File: src/rtl/mem_access_stage.sv
// MEM pipeline stage: performs loads/stores over a req/ack data bus and stalls the front end while busy.
// Optional macro MEM_STAGE_TIMEOUT_EN aborts an access that sees no dmem_ack within TIMEOUT_CYCLES.
module mem_access_stage #(
  parameter int unsigned TIMEOUT_CYCLES = 255,
  parameter int unsigned CNT_W          = 8
) (
  input  logic        clk,
  input  logic        rst_n,
  input  logic [31:0] EXMEM_AluRES,
  input  logic [31:0] EXMEM_StoreData,
  input  logic [2:0]  EXMEM_Funct3,
  input  logic        EXMEM_MemRead,
  input  logic        EXMEM_MemWrite,
  input  logic [4:0]  EXMEM_rd,
  input  logic        EXMEM_WriteBack,
  output logic [31:0] MEM_LoadData,
  output logic [31:0] MEM_AluRES,
  output logic [4:0]  MEM_rd,
  output logic        MEM_WriteBack,
  output logic        mem_stall,
  output logic        mem_misalign,
  output logic        mem_fault,
  output logic        dmem_req,
  output logic        dmem_we,
  output logic [31:0] dmem_addr,
  output logic [31:0] dmem_wdata,
  output logic [3:0]  dmem_wstrb,
  input  logic [31:0] dmem_rdata,
  input  logic        dmem_ack
);

  typedef enum logic [1:0] {IDLE, ACCESS, DONE} state_t;

  state_t      state, state_nxt;
  logic        mem_op, is_load, is_store, misaligned, start, timeout;
  logic [1:0]  off;
  logic [3:0]  st_wstrb;
  logic [31:0] st_wdata, lane, ld_ext, load_q;

  if (TIMEOUT_CYCLES >= (64'd1 << CNT_W)) begin : g_cnt_w_check
    $error("CNT_W too narrow to hold TIMEOUT_CYCLES");
  end

  // A load+store encoding is treated as a plain load.
  always_comb begin
    off      = EXMEM_AluRES[1:0];
    mem_op   = EXMEM_MemRead | EXMEM_MemWrite;
    is_load  = EXMEM_MemRead;
    is_store = EXMEM_MemWrite & ~EXMEM_MemRead;
    if (EXMEM_Funct3[1])      misaligned = (off != 2'b00);
    else if (EXMEM_Funct3[0]) misaligned = off[0];
    else                      misaligned = 1'b0;
    start = (state == IDLE) && mem_op && !misaligned;
  end

  always_comb begin
    st_wstrb = 4'b1111;
    st_wdata = EXMEM_StoreData;
    case (EXMEM_Funct3[1:0])
      2'b00: begin
        st_wstrb = 4'b0001 << off;
        st_wdata = {4{EXMEM_StoreData[7:0]}};
      end
      2'b01: begin
        st_wstrb = 4'b0011 << off;
        st_wdata = {2{EXMEM_StoreData[15:0]}};
      end
      default: ;
    endcase
  end

  // Word loads are always aligned, so the shifted lane equals the raw word for them.
  always_comb begin
    lane = dmem_rdata >> {off, 3'b000};
    case (EXMEM_Funct3)
      3'b000:  ld_ext = {{24{lane[7]}}, lane[7:0]};
      3'b001:  ld_ext = {{16{lane[15]}}, lane[15:0]};
      3'b100:  ld_ext = {24'h0, lane[7:0]};
      3'b101:  ld_ext = {16'h0, lane[15:0]};
      default: ld_ext = lane;
    endcase
  end

`ifdef MEM_STAGE_TIMEOUT_EN
  logic [CNT_W-1:0] cnt;

  assign timeout = (state == ACCESS) && !dmem_ack && (cnt == CNT_W'(TIMEOUT_CYCLES - 1));

  always_ff @(posedge clk) begin
    if (!rst_n) begin
      cnt       <= '0;
      mem_fault <= 1'b0;
    end else begin
      mem_fault <= timeout;
      if (start)                             cnt <= '0;
      else if (state == ACCESS && !dmem_ack) cnt <= cnt + 1'b1;
    end
  end
`else
  assign timeout   = 1'b0;
  assign mem_fault = 1'b0;
`endif

  always_comb begin
    state_nxt     = state;
    MEM_AluRES    = EXMEM_AluRES;
    MEM_rd        = EXMEM_rd;
    MEM_WriteBack = EXMEM_WriteBack;
    MEM_LoadData  = '0;
    mem_stall     = 1'b0;
    mem_misalign  = 1'b0;
    case (state)
      IDLE: begin
        if (mem_op && misaligned) begin
          mem_misalign  = 1'b1;
          MEM_WriteBack = 1'b0;
        end else if (mem_op) begin
          mem_stall     = 1'b1;
          MEM_WriteBack = 1'b0;
          MEM_rd        = '0;
          state_nxt     = ACCESS;
        end
      end
      ACCESS: begin
        mem_stall     = 1'b1;
        MEM_WriteBack = 1'b0;
        MEM_rd        = '0;
        if (dmem_ack || timeout) state_nxt = DONE;
      end
      DONE: begin
        MEM_LoadData  = load_q;
        MEM_WriteBack = EXMEM_WriteBack & ~mem_fault;
        state_nxt     = IDLE;
      end
      default: state_nxt = IDLE;
    endcase
  end

  always_ff @(posedge clk) begin
    if (!rst_n) begin
      state      <= IDLE;
      dmem_req   <= 1'b0;
      dmem_we    <= 1'b0;
      dmem_addr  <= '0;
      dmem_wdata <= '0;
      dmem_wstrb <= '0;
      load_q     <= '0;
    end else begin
      state <= state_nxt;
      if (start) begin
        dmem_req   <= 1'b1;
        dmem_we    <= is_store;
        dmem_addr  <= {EXMEM_AluRES[31:2], 2'b00};
        dmem_wdata <= is_store ? st_wdata : '0;
        dmem_wstrb <= is_store ? st_wstrb : '0;
      end else if (state == ACCESS && (dmem_ack || timeout)) begin
        dmem_req <= 1'b0;
        load_q   <= (is_load && !timeout) ? ld_ext : '0;
      end
    end
  end

endmodule
File: config.mk
export PLATFORM = sky130hd
export DESIGN_NAME = mem_access_stage
export DESIGN_NICKNAME = d
export VERILOG_FILES = /design/src/rtl/mem_access_stage.sv
export SDC_FILE = /design/constraint.sdc
export NUM_CORES = 1
export LEC_CHECK = 0
export CAP_MARGIN = 20
export CORE_ASPECT_RATIO = 0.5
export CORE_UTILIZATION = 40
export CTS_CLUSTER_SIZE = 20
export DETAILED_ROUTE_END_ITERATION = 6
export HOLD_SLACK_MARGIN = 0.15
export PLACE_DENSITY_LB_ADDON = 0.08
export REMOVE_ABC_BUFFERS = 1
export SYNTH_ARGS = -nofsm -noshare
export SYNTH_HDL_FRONTEND = slang
export SYNTH_SLANG_ARGS = --single-unit
File: constraint.sdc
create_clock -name clk -period 2.6 [get_ports clk]
set_clock_uncertainty 0.15 [all_clocks]
set_input_delay 0.78 -clock clk [delete_from_list [all_inputs] [get_ports clk]]
set_output_delay 0.78 -clock clk [all_outputs]
set_load 0.1 [all_outputs]
* After elaboration in Yosys (flattened, before gate mapping)
Cells that the tools add are included.
** Operators by class
- $add $sub $neg :: 0
- Multiply operators :: 0
- Divide/modulo/power cells :: 0
- Order comparisons :: 0
- Eq/ne operators :: 9
- Shifts and indexed selects :: 3
- Muxes and demuxes :: 26
- Bitwise gates (word level) :: 4
- Reduce and logical (&&, ||, !) cells :: 12
** Operators with widths (number)
- 32-bit case mux with 4 select lines :: 1
- 32-bit two-way mux :: 3
- 32-bit case mux with 2 select lines :: 1
- 32-bit by 5-bit right shift with 32-bit output :: 1
- 1-bit two-way mux :: 10
- 5-bit two-way mux :: 2
- 5-bit case mux with 2 select lines :: 1
- 4-bit case mux with 2 select lines :: 1
- 3-bit == test (second input constant) :: 2
- 2-bit two-way mux :: 3
- 2-bit inequality test (second input constant) :: 3
- 2-bit by 1-bit == test with 1-bit output (second input constant) :: 2
- 1-bit logical AND :: 4
- 2-bit logical NOT :: 2
- 4-bit two-way mux :: 1
- 1-bit case mux with 2 select lines :: 2
- 2-bit case mux with 2 select lines :: 1
- 2-bit nonzero test :: 2
- 1-bit by 2-bit << shifter with 4-bit output (first input constant) :: 1
- 2-bit by 2-bit << shifter with 4-bit output (first input constant) :: 1
- 3-bit by 1-bit == test with 1-bit output (second input constant) :: 1
- 3-bit logical NOT :: 1
- 3-bit AND reduction :: 1
- 2-bit == test (second input constant) :: 1
- 5 further kinds :: 6
** Word-level totals
- Register bits after elaboration :: 102
- Latch bits :: 0
- Memory bits (writable) :: 0
- ROM bits :: 0
- Input port bits :: 110
- Output and inout bits :: 143
- Memories :: 0

* Depth between registers and ports, before layout
Gate-level depths: netlist (run 1).
- Depth in word-level cells :: 6
- Mapped depth :: 8
- Gate-level depth less buffers :: 4

* Worst setup path before layout (run 1)
No wires, ideal clock.
- Kind :: input to output
- From :: input EXMEM_Funct3[0]
- To :: output MEM_rd[0]
- Data arrival time :: 3963 ps
- Setup slack :: -2293 ps
- Stages on the path :: 5
- Buffers on the path :: 1
- Cell sequence :: buf_2 -> nor2_4 -> o22ai_1 -> a21oi_1 -> nor2b_1
** On the way
- Cells in the longest elaborated chain, start to end :: 5
** RTL lines
- start, declared :: RTL line 11 : input logic [2:0] EXMEM_Funct3,
- 1-bit two-way mux :: RTL line 51 : else if (EXMEM_Funct3[0]) misaligned = off[0];
- 1-bit two-way mux :: RTL line 50 : if (EXMEM_Funct3[1]) misaligned = (off != 2'b00);
- 1-bit logical AND :: RTL line 114 : if (mem_op && misaligned) begin
- 5-bit two-way mux :: RTL line 114
- 5-bit case mux with 2 select lines :: RTL line 112 : case (state)
- end, declared :: RTL line 18 : output logic [4:0] MEM_rd,
No other way between the ends.

* Worst setup path in the final report (run 1)
- From :: input EXMEM_AluRES[1]
- To :: output MEM_rd[2]
** On the way
- Cells in the longest elaborated chain, start to end :: 5
** RTL lines
- start, declared :: RTL line 9 : input logic [31:0] EXMEM_AluRES,
- 2-bit nonzero test :: RTL line 50
- 1-bit two-way mux :: RTL line 50
- 1-bit logical AND :: RTL line 114
- 5-bit two-way mux :: RTL line 114
- 5-bit case mux with 2 select lines :: RTL line 112
No other way between the ends.

==> metrics.md, run 1 <==
| Metric | Value |
|---|---|
| Via density | `just over 5` |
| CTS Buf Count | `9` |
| Post-Layout Cell Count | `between 900 and 1k` |
| F_max | `~380 MHz` |
| Post-synthesis compound-gate area fraction | `between 20% and 30%` |
| Largest net degree at the start of global routing | `35` |
| Total wire length | `around 15000 um` |
| R2r setup slk | `0.56 ns` |
| Synthesized instance count | `roughly 530` |
| Layout cells sized above 1 | `30.9%` |
| Std-Cell Rows | `27` |
| HPWL after DPL | `between 10000 and 15000 um` |
| DRT Pass-1 Iters | `5` |
| Seq pwr share | `36.1%` |
| Simple-gate share of the synthesized area | `16.3%` |
| Count of cell types in the netlist | `48` |
| RSZ-0062 raised after global routing | `true` |
| CTS tree | `done` |
| Most used cell, CP | `a21oi_4` |
| Comb power frac | `34.4%` |
| Gr usage total | `24.4%` |
| Grt ovf | `0` |
| Critical hold path startpoint | `dmem_addr[12]` |
| Routed len/inst | `16.5 um` |
| Hold Crit Class | `flip-flop to flip-flop` |
| Max Cap Violations | `0` |
| Via count | `4798` |
| Worst EP required | `between 1.5 and 2 ns` |
| NetSw | `between 1.5 and 2 mW` |
| Die footprint | `roughly 13000 um2` |
| Crit end category | `output pin` |
| # DRC | `0` |
| Post-layout min period | `roughly 2.6 ns` |
| Clock group share of total power | `between 20% and 30%` |
| Initial antenna violation count | `0` |
| First-pass GRT wire length | `about 24000 um` |
| CTS Buffer Depth | `2` |
| Crit path from | `EXMEM_AluRES[1]` |
| Layout Nets | `874` |
| # IOs | `~250` |
| Max-slew violations | `0` |
| Crit-path cells | `buf_8 -> a21oi_4 -> o22ai_4 -> a21oi_4 -> buf_6 -> nor2b_4 -> buf_12` |
| Adder-Cell Fraction of Synth Area | `0%` |
| Starting Density | `between 40% and 50%` |
| CP arrival | `between 1.5 and 2 ns` |
| Sw Share | `a little under two fifths` |
| Violated checks | `setup timing` |
| Antenna-violating nets left | `0` |
| Worst vdd ir | `0.343 mV` |
| EDFF count, synth | `0` |
| Ys flop type | `dfxtp_1` |
| Total power | `4.60 mW` |
| Chip width | `roughly 160 um` |
| Syn avg cell area | `approximately 9 um2` |
| Crit Path Max Fanout | `4` |
| Largest family of logic cells by synthesized area | `compound AO/OA/AOI/OAI gates` |
| Slowest stage delay, CP | `0.20 ns` |
| RR Startpoint | `state[0]` |
| Area grow syn2layout | `74.3%` |
| Post-synthesis mux area share | `9.05%` |
| Post-synthesis register bit count | `102` |
| Vias in the first global route | `~4.7k` |
| Asr flop ratio synth | `0%` |
| Die Span Y | `79.8 um` |
| Power per cell area | `approximately 540 nW/um2` |
| Hold Buf Count CTS | `0` |
| Sequential share of the synthesized area | `between 40 and 50%` |
| Clock sinks | `roughly 100` |
| Xor-xnor portion of the synthesized cell area | `less than 1%` |
| Root Driver | `clkbuf_16` |
| Outcome | `complete, but fails checks` |
| Worst slew margin | `between 50% and 60%` |
| Final GP Congestion | `0.775` |
| H-Tree Depth | `3` |
| CP max-delay cell | `a21oi_4` |
| Clk_lat worst skew | `0.34 ns` |
| Fin. Hold Viols | `0` |
| Core ar. | `11400 um2` |
| Buffers on Ports | `approximately 250` |
| Yosys warns | `0` |
| Cell Int Power | `around 2.9 mW` |
| Leak | `between 3 and 4 nW` |
| # setup viols final | `5` |
| Startpoint Class | `input port` |
| Post-Place Cells | `909` |
| CP Class | `input port to output pin` |
| Clk slew on worst S/H paths | `0.07 ns` |
| Worst setup margin | `-0.0369 ns` |
| 1st-iter DRT viols | `between 200 and 250` |
| Antenna Cells | `0` |
| Mapped Area | `4840 um2` |
| Worst Max-Slew Pin Slew | `0.747 ns` |
| Fin crit share | `101%` |
## what timing repair did
action,in CTS,in global routing
hold endpoints to repair,0,0
buffers inserted,6,0
gates resized for setup,54,4
endpoints found under the setup margin,38,40
pin swaps,4,1
## registers in the layout (all words and copies together) (netlist names)
| register | flops |
|---|---|
| dmem_req | 1 |
| state | 2 |
| dmem_wdata | 32 |
| dmem_wstrb | 4 |
| dmem_we | 1 |
| dmem_addr | 30 |
| load_q | 32 |
## per-layer routing
| metal | track usage [%] | wire length, um | vias to the layer above |
|---|---|---|---|
| met5 | 0 | 0 | - |
| met4 | 6.12 | 199 | 0 |
| met3 | 6.13 | 992 | 16 |
| met2 | 43.1 | 7640 | 170 |
| met1 | 29.7 | 6470 | 2304 |
| li1 | - | - | 2308 |
## layout make-up
type / instances / area (um2)
clock inverters: 7 / 73.8
flip-flops and latches: 102 / 2040
repair buffers: 294 / 3460
clock buffers: 9 / 225
inverters: 4 / 15.0
fillers: 846 / 2950
multi-input cells: 353 / 2420
well taps: 159 / 199
## critical path: cells and delay by family
family	cells	cell delay [ns]
AOI/OAI and AO/OA	3	0.46
and+or+nand+nor	1	0.04
buffers and inverters	3	0.42
## cells by family after synthesis
family | count (synthesis)
AOI/OAI and AO/OA | 145
xor gates and xnor gates | 1
buffers and inverters | 79
DFF | 102
muxes | 42
other | 1
and+or+nand+nor | 162
## layout by cell type (no fill, tap or decap), types with 8 or more instances in the layout
cell / netlist / routed
buf_4: 37 / 105
clkdlybuf4s50_1: 0 / 103
dfxtp_1: 102 / 101
nand2_1: 78 / 78
buf_12: 0 / 77
a21oi_1: 43 / 42
and2_1: 33 / 33
mux2i_1: 31 / 31
a22o_1: 23 / 23
o2bb2ai_1: 20 / 20
nor2_1: 17 / 16
a221o_1: 16 / 16
o21ai_0: 16 / 15
mux2_2: 10 / 10
clkbuf_16: 0 / 9
a32oi_1: 8 / 8
## per-stage QoR
| step | hold WS (ns) | worst slack [ns] | cell area, um2 | utilization (%) | TNS [ns] |
|---|---|---|---|---|---|
| after floorplan | 0.268 | -2.34 | 4390 | - | -45.71 |
| after CTS | 0.308 | -0.0447 | 8440 | 74.2 | -0.165 |
| after global placement | 0.282 | -0.660 | 8020 | 70.4 | -38.30 |
| after global routing | 0.319 | -0.0745 | 8440 | 74.1 | -0.389 |
| after detailed placement | 0.290 | -0.675 | 8020 | 70.4 | -41.55 |
| final | 0.305 | -0.0369 | 8440 | 74.1 | -0.173 |
## power by group through the flow
stage / sequential [mW] / combinational [mW] / clock, mW
final: 1.66 / 1.58 / 1.36
after CTS: 1.66 / 1.59 / 1.38
after detailed placement: 1.69 / 1.55 / 0
after global placement: 1.69 / 1.54 / 0
after global routing: 1.67 / 1.65 / 1.46
after floorplan: 2.06 / 0.349 / 0
## worst paths after layout
kind	end	depth (start not counted)
max reg2reg	load_q[24]	4
max	MEM_rd[2]	7
min	dmem_addr[12]	2
min reg2reg	dmem_addr[12]	2
## Yosys cell counts, types with 2 or more instances
master / n / area [um2]
a21oi_1: 43 / 215
nor2b_1: 12 / 75.1
a221o_1: 16 / 160
nand2_1: 78 / 293
o21ai_0: 16 / 80.1
a221oi_1: 2 / 17.5
dfxtp_1: 102 / 2040
buf_6: 3 / 33.8
nand3_1: 3 / 15.0
nor2_1: 17 / 63.8
nor2_4: 2 / 22.5
and2_1: 33 / 206
a32oi_1: 8 / 70.1
mux2i_1: 31 / 310
mux2_2: 10 / 113
a211o_1: 7 / 61.3
a22o_1: 23 / 201
o2bb2ai_1: 20 / 175
clkbuf_1: 19 / 71.3
buf_4: 37 / 278
or2_2: 2 / 12.5
buf_2: 13 / 65.1
inv_1: 3 / 11.3
buf_1: 2 / 7.51
and2b_1: 4 / 30.0
nor3_1: 4 / 20.0
(Power assumes the default switching activity.)
==> inputs of run 2 (changes only) <==
Settings changed: SLEW_MARGIN set to 20.
==> results of run 2 <==
Same layout as run 1: the final DEF is identical, and so are final timing and power.
